<file path="src/rtl/pic10_pc_stack_pkg.sv">
// Shared defaults and action encodings for the PIC10 program counter block.
package pic10_pc_stack_pkg;

  localparam int PC_W_DEF        = 9;
  localparam int STACK_DEPTH_DEF = 2;
  localparam int RESET_VEC_DEF   = 0;

  // Action chosen for the PC each cycle, in priority order ret > call > load > inc.
  localparam logic [2:0] ACT_HOLD = 3'd0;
  localparam logic [2:0] ACT_INC  = 3'd1;
  localparam logic [2:0] ACT_LOAD = 3'd2;
  localparam logic [2:0] ACT_CALL = 3'd3;
  localparam logic [2:0] ACT_RET  = 3'd4;

endpackage

</file>
<file path="src/rtl/pic10_pc_stack_ret_stack.sv">
// Shift-register LIFO used as the hardware return stack.
// Entry 0 is the top. A push while full discards the oldest entry; a pop
// while empty leaves the level at zero. The bottom entry keeps its value on pop.
module pic10_ret_stack
  import pic10_pc_stack_pkg::*;
#(
  parameter int W     = PC_W_DEF,
  parameter int DEPTH = STACK_DEPTH_DEF,
  parameter int LVL_W = $clog2(DEPTH + 1)
) (
  input  logic             clk,
  input  logic             reset,
  input  logic             push,
  input  logic             pop,
  input  logic [W-1:0]     din,
  output logic [W-1:0]     top,
  output logic [LVL_W-1:0] level
);

  logic [DEPTH-1:0][W-1:0] entries_q, entries_d;
  logic [LVL_W-1:0]        level_q, level_d;

  // Next stack contents: pop shifts toward the top, push shifts away from it.
  always_comb begin
    entries_d = entries_q;
    level_d   = level_q;
    if (pop) begin
      for (int i = 0; i < DEPTH - 1; i++) begin
        entries_d[i] = entries_q[i+1];
      end
      if (level_q != '0) begin
        level_d = level_q - LVL_W'(1);
      end
    end else if (push) begin
      entries_d[0] = din;
      for (int i = 1; i < DEPTH; i++) begin
        entries_d[i] = entries_q[i-1];
      end
      if (level_q != LVL_W'(DEPTH)) begin
        level_d = level_q + LVL_W'(1);
      end
    end
  end

  // Stack state registers with synchronous clear.
  always_ff @(posedge clk) begin
    if (reset) begin
      entries_q <= '0;
      level_q   <= '0;
    end else begin
      entries_q <= entries_d;
      level_q   <= level_d;
    end
  end

  assign top   = entries_q[0];
  assign level = level_q;

endmodule

</file>
<file path="src/rtl/pic10_pc_stack.sv">
// Program counter for the PIC10-class core with an integrated return stack.
// Optional macro PC_STACK_ERR_EN adds a sticky stk_err output that flags
// stack overflow (call when full) or underflow (ret when empty).
module pic10_pc_stack
  import pic10_pc_stack_pkg::*;
#(
  parameter int              PC_W        = PC_W_DEF,
  parameter int              STACK_DEPTH = STACK_DEPTH_DEF,
  parameter logic [PC_W-1:0] RESET_VEC   = PC_W'(RESET_VEC_DEF),
  parameter int              LVL_W       = $clog2(STACK_DEPTH + 1)
) (
  input  logic             clk,
  input  logic             reset,
  input  logic             inc_pc,
  input  logic             skip,
  input  logic             load_pc,
  input  logic             call,
  input  logic             ret,
  input  logic [PC_W-1:0]  load_addr,
  output logic [PC_W-1:0]  pc_bus,
  output logic [LVL_W-1:0] stk_level,
  output logic             stk_full,
  output logic             stk_empty
`ifdef PC_STACK_ERR_EN
  ,
  output logic             stk_err
`endif
);

  logic [2:0]      act;
  logic [PC_W-1:0] pc_q, pc_d;
  logic [PC_W-1:0] pc_plus1, pc_plus2;
  logic [PC_W-1:0] stack_top;
  logic            do_push, do_pop;

  // Pick exactly one action per cycle; lower-priority strobes are dropped.
  always_comb begin
    act = ACT_HOLD;
    if (ret) begin
      act = ACT_RET;
    end else if (call) begin
      act = ACT_CALL;
    end else if (load_pc) begin
      act = ACT_LOAD;
    end else if (inc_pc) begin
      act = ACT_INC;
    end
  end

  assign pc_plus1 = pc_q + PC_W'(1);
  assign pc_plus2 = pc_q + PC_W'(2);
  assign do_push  = (act == ACT_CALL);
  assign do_pop   = (act == ACT_RET);

  // Next PC from the selected action; adders wrap modulo 2^PC_W.
  always_comb begin
    pc_d = pc_q;
    case (act)
      ACT_INC:  pc_d = skip ? pc_plus2 : pc_plus1;
      ACT_LOAD: pc_d = load_addr;
      ACT_CALL: pc_d = load_addr;
      ACT_RET:  pc_d = stack_top;
      default:  pc_d = pc_q;
    endcase
  end

  // PC register; reset overrides every strobe.
  always_ff @(posedge clk) begin
    if (reset) begin
      pc_q <= RESET_VEC;
    end else begin
      pc_q <= pc_d;
    end
  end

  pic10_ret_stack #(
    .W     (PC_W),
    .DEPTH (STACK_DEPTH),
    .LVL_W (LVL_W)
  ) u_ret_stack (
    .clk   (clk),
    .reset (reset),
    .push  (do_push),
    .pop   (do_pop),
    .din   (pc_plus1),
    .top   (stack_top),
    .level (stk_level)
  );

  assign pc_bus    = pc_q;
  assign stk_full  = (stk_level == LVL_W'(STACK_DEPTH));
  assign stk_empty = (stk_level == '0);

`ifdef PC_STACK_ERR_EN
  logic err_q, err_d;

  // Sticky error: set by overflow or underflow, cleared only by reset.
  always_comb begin
    err_d = err_q | (do_push & stk_full) | (do_pop & stk_empty);
  end

  // Error flag register.
  always_ff @(posedge clk) begin
    if (reset) begin
      err_q <= 1'b0;
    end else begin
      err_q <= err_d;
    end
  end

  assign stk_err = err_q;
`endif

endmodule

</file>
<file path="config.mk">
export PLATFORM = sky130hd
export DESIGN_NAME = pic10_pc_stack
export DESIGN_NICKNAME = d
export VERILOG_FILES = /design/src/rtl/pic10_pc_stack_pkg.sv /design/src/rtl/pic10_pc_stack_ret_stack.sv /design/src/rtl/pic10_pc_stack.sv
export SDC_FILE = /design/constraint.sdc
export NUM_CORES = 1
export LEC_CHECK = 0
export CORE_MARGIN = 2
export CORE_UTILIZATION = 47
export DETAILED_ROUTE_END_ITERATION = 7
export PLACE_DENSITY = 0.75
export SETUP_SLACK_MARGIN = 0.1
export SYNTH_ARGS = -nofsm -noshare
export SYNTH_HDL_FRONTEND = slang
export SYNTH_HIERARCHICAL = 1
export SYNTH_SLANG_ARGS = --single-unit
export TNS_END_PERCENT = 5
</file>
<file path="constraint.sdc">
create_clock -name clk -period 1.73 [get_ports clk]
set_input_delay 0.346 -clock clk [delete_from_list [all_inputs] [get_ports clk]]
set_output_delay 0.346 -clock clk [all_outputs]
set_load 0.1 [all_outputs]
</file>
After elaboration in Yosys (flattened, before gate mapping)
Cells that the tools add are included.
{ "classes": {"eq_ne": 7, "addsub": 4, "n_mux": 12, "n_reduce_logical": 8, "bitwise_logic": 1} }
{ "ops": {"columns": ["op", "n"], "rows": [
  ["$mux W9", 3],
  ["$pmux W9 S3", 1],
  ["$mux W2", 6],
  ["$add A9 B1 Y9 const B", 1],
  ["$add A9 B2 Y9 const B", 1],
  ["$eq A3 B2 Y1 const B", 2],
  ["$reduce_bool A2 Y1", 3],
  ["$eq A3 B1 Y1 const B", 1],
  ["$eq A3 B3 Y1 const B", 1],
  ["$mux W3", 1],
  ["$reduce_and A3 Y1", 1],
  ["$reduce_bool A3 Y1", 1],
  ["$add A2 B1 Y2 const B", 1],
  ["$eq A2 B2 Y1 const B", 1],
  ["$logic_not A2 Y1", 1],
  ["$ne A2 B1 Y1 const B", 1],
  ["$ne A2 B2 Y1 const B", 1],
  ["$reduce_and A2 Y1", 1],
  ["$reduce_or A2 Y1", 1],
  ["$sub A2 B1 Y2 const B", 1],
  ["$mux W1", 1],
  ["$not A1 Y1", 1]
]} }
{ "word_totals": {"inputBits": 16, "elab_cells": 36, "ff_bits": 29, "output_inout_bits": 13} }

Logic depth before layout (Yosys ltp)
{ "logic_depth": {"depth_word": 7, "depth_mapped": 7, "depth_no_buf": 7} }

By module
Netlist, hierarchy kept.
{ "modules_own_cells": {"columns": ["mod", "seq_area_each_um2", "instances", "cells_each", "area_per_inst_um2"], "rows": [
  ["pic10_ret_stack", 400.4, 1, 100, 938.4],
  ["pic10_pc_stack", 180.2, 1, 105, 772.0]
]} }

Worst setup path before layout
No wires, ideal clock.
{ "synth_timing": {"path_type": "flip-flop to output port", "startpoint": "register u_ret_stack.level_q[1] (netlist: u_ret_stack/level[1])", "endpoint": "output stk_full", "arrival_ns": 2.463, "slack_ns": -1.079, "n_path_buf": 0, "path_stages_with_launch": 2, "t_required_ns": 1.384, "path_cell_list": "dfxtp_1 -> nor2b_1"} }
{ "synth_via": {"elab_chain_len": 1} }
{ "synth_rtl": {"columns": ["element", "line", "text"], "rows": [
  ["start, declared", "pic10_pc_stack_ret_stack.sv:21", "logic [LVL_W-1:0] level_q, level_d;"],
  ["start signal, assigned", "pic10_pc_stack_ret_stack.sv:52", "level_q <= level_d;"],
  ["$eq A2 B2 Y1", "pic10_pc_stack.sv:91", "assign stk_full = (stk_level == LVL_W'(STACK_DEPTH));"],
  ["end, declared", "pic10_pc_stack.sv:22", "output logic stk_full,"]
]} }
Every way passes these cells.

Worst setup path after layout
{ "layout_timing": {"startpoint": "register pc_q[0] (netlist: pc_bus[0])", "endpoint": "register pc_q[4] (netlist: pc_bus[4])"} }
{ "layout_via": {"elab_chain_len": 3, "elab_cells_between_ends": 4, "cone_classes": "add/sub (2); mux (2)"} }
{ "layout_rtl": {"columns": ["element", "line", "text"], "rows": [
  ["start, declared", "pic10_pc_stack.sv:31", "logic [PC_W-1:0] pc_q, pc_d;"],
  ["start signal, assigned", "pic10_pc_stack.sv:72", "pc_q <= pc_d;"],
  ["$add A9 B1 Y9 / $add A9 B2 Y9 (equally long branches)", "pic10_pc_stack.sv:50, pic10_pc_stack.sv:51", null],
  ["$mux W9 *", "pic10_pc_stack.sv:59", "ACT_INC: pc_d = skip ? pc_plus2 : pc_plus1;"],
  ["$pmux W9 S3 *", "pic10_pc_stack.sv:58", "case (act)"]
]} }
Mark *: on every way between the ends. The rest lies on a longest branch, timed or not.
A chain may end at the register's enable or synchronous reset.

==> results.yml <==
yosys:
  synthAdderAreaFrac: 0.0146
  yosys_most_used_dff: "dfxtp_1"
  synth-xor-area-share: 0.0461
  synth_top_family_by_area: "simple AND/OR/NAND/NOR gates"
  yosysUniqueCellTypes: 42
  synth_nets: 223
  synth-simple-area-share: 0.219
  syn_area_um2: 1710
  synth_compound_area_frac: 0.143
  synth_mux_area_frac: 0.149
  synthArstFlopShare: 0
  synth.avg_cell_area_um2: 8.34
  syn_inst: 205
  ys_ff_latch: 29
  synth_seq_area_share: 0.339
  yosys_warnings: 6
  synth_edf_count: 0
worst_setup_path:
  r2r_slack_ps: 190
  ff2ff_path_depth: 5
  critPathArrivalTime_ps: 1800
  worstSetupPathType: "reg -> reg"
  path_max_fanout: 8
  r2r_start: "pc_bus[0]"
  required_ps: 1990
  rr_endpoint: "pc_bus[4]"
  end_kind: "flop"
  start_kind: "flop"
place:
  dpl-instance-area_um2: 2260
  dp_hpwl_um: 2800
  dp_cells: 275
  port_buffers: 28
  dp_slack_ps: -117
  place_congestion: 0.796
floorplanning:
  initial_utilization: 0.501
  io_pins: 29
  die_area_um2: 4140
  die_w_um: 64.3
  core_area_um2: 3420
  rows: 21
  die_h_um: 64.3
global_routing:
  grt_pass1_vias: 1414
  gr-usage-all-layers: 0.200
  antenna_found_initial: 0
  grt_max_degree: 22
  grt_pass1_wl_um: 6490
  gr-total-overflow: 0
sta:
  fin_ws_ps: 191
  drv_slew: 0
  finalWorstPathRequiredPeriod_ps: 1540
  slew_headroom: 0.791
  grt_setup_unrepaired: "yes"
  tightest_slew_ps: 312
  timing.hold.ws_ps: 456
  fin_crit_sh: 0.889
  setup_viol: 0
  finalSetupTns_ps: 0
  hold_violations: 0
  timing.fmax_ghz: 0.650
  skew_ps: 9.87
clock_tree:
  clock_sink_count: 29
  hold_buffers: 0
  ctsLongestPathBuffers: 2
  post-cts-setup-buffer-count: 0
  clk_latency_ps: 320
  cts_buffers: 5
  root_buffer: "clkbuf_4"
  cts-htree-levels: 2
  clk_pin_slew_ps: 90
  cts_tree: "built"
power_and_ir_drop:
  p_seq_frac: 0.493
  power.density_nw_per_um2: 624
  power_leakage_nw: 0.863
  combPwrFrac: 0.242
  switching_share: 0.306
  internal_power_mw: 1.00
  switching_power_uw: 442
  ir_worst_vdd_mv: 0.574
  power.total_mw: 1.44
  pwr-share-clk: 0.265
route:
  ant_nets: 0
  vias: 1522
  wl_um: 3850
  drtIter0Drc: 68
  drt-pass1-iter-count: 4
  drt_drc_violations_left: 0
  wire_per_inst_um: 13.6
  vias_per_cell: 5.38
worst_hold_path:
  hold_class: "reg -> reg"
  hold_path_depth: 2
  worstHoldStart: "u_ret_stack/entries_q[12]"
  min_delay_worst_endpoint: "u_ret_stack/entries_q[12]"
layout:
  final_cell_mix: "28 x nand2_1, 19 x a21oi_1, 19 x dfxtp_1"
  fin_nets: 254
  diodes: 0
  nFillCells: 297
  syn2layout_area_growth_pct: 35.3
  instances_no_fill: 283
  post-route-util: 0.677
  finalInstanceArea_um2: 2310
  final_common_cell: "nand2_1"
  drive_above_1_share: 0.270
job:
  maxCapViolCount: 0
status:
  outcome: "completed"
==> repair_timing <==
item / CTS / global route
hold endpoints to repair: 0 / 0
resized for setup: 0 / 1
endpoints found under the setup margin: 0 / 3
==> worst max path at each step <==
stage	start	end	slack, ps	cells past startpoint
floorplan	pc_bus[1]	u_ret_stack/top[8]	40	7
global placement	call	u_ret_stack/top[3]	-70	6
detailed placement	skip	pc_bus[4]	-120	5
CTS	pc_bus[0]	u_ret_stack/top[6]	150	7
global route	pc_bus[0]	pc_bus[4]	80	5
finish	pc_bus[0]	pc_bus[4]	190	5
==> cell type report <==
| cell class | count | area [um^2] | area share |
|---|---|---|---|
| well taps | 46 | 57.6 | 0.0249 |
| repair buffers | 47 | 566 | 0.244 |
| flip-flops and latches | 29 | 611 | 0.264 |
| clock buffers | 8 | 48.8 | 0.0211 |
| inverters | 1 | 3.75 | 0.00162 |
| multi-input cells | 152 | 1030 | 0.444 |
==> synthesized netlist by cell type, types with 5 or more instances <==
cell       n  area (um^2)
mux2_4     8          120
nor2_1    18         67.6
nor3b_1    5         37.5
o21ai_1    6         30.0
buf_4     11         82.6
nand2_1   28          105
clkbuf_1   6         22.5
mux2i_1   11          110
a21oi_1   19         95.1
o21ai_0    5         25.0
dfxtp_1   29          581
xnor2_1    5         43.8
==> registers in the layout, summed over array words and instances (netlist names) <==
name and flops:
pc_bus 9, u_ret_stack/entries_q 9, u_ret_stack/top 9, u_ret_stack/level 2
==> power groups by stage <==
stage | Clock (mW) | Combinational, mW | Sequential, mW
after global placement | 0 | 0.347 | 0.726
after global routing | 0.419 | 0.373 | 0.714
final | 0.383 | 0.349 | 0.711
after detailed placement | 0 | 0.350 | 0.726
after floorplan | 0 | 0.144 | 0.792
after CTS | 0.392 | 0.351 | 0.711
==> cell families after synthesis <==
| family | count (synthesis) |
|---|---|
| buf+inv | 24 |
| simple gates | 78 |
| flops | 29 |
| xor+xnor | 9 |
| mux | 21 |
| fa+ha+maj | 2 |
| compound gates | 42 |
==> routing by layer <==
metal	part of all wire	GRT usage
met1	0.47	0.257
met2	0.49	0.342
met3	0.035	0.0317
met4	0.0088	0.0638
met5	0	0
==> critical path, stage by stage, from the launching register on <==
cell	delay (ps)
dfxtp_4	440
ha_4	190
mux2i_2	100
or3_1	310
a311o_1	310
a21oi_1	130
(Power assumes the default switching activity.)
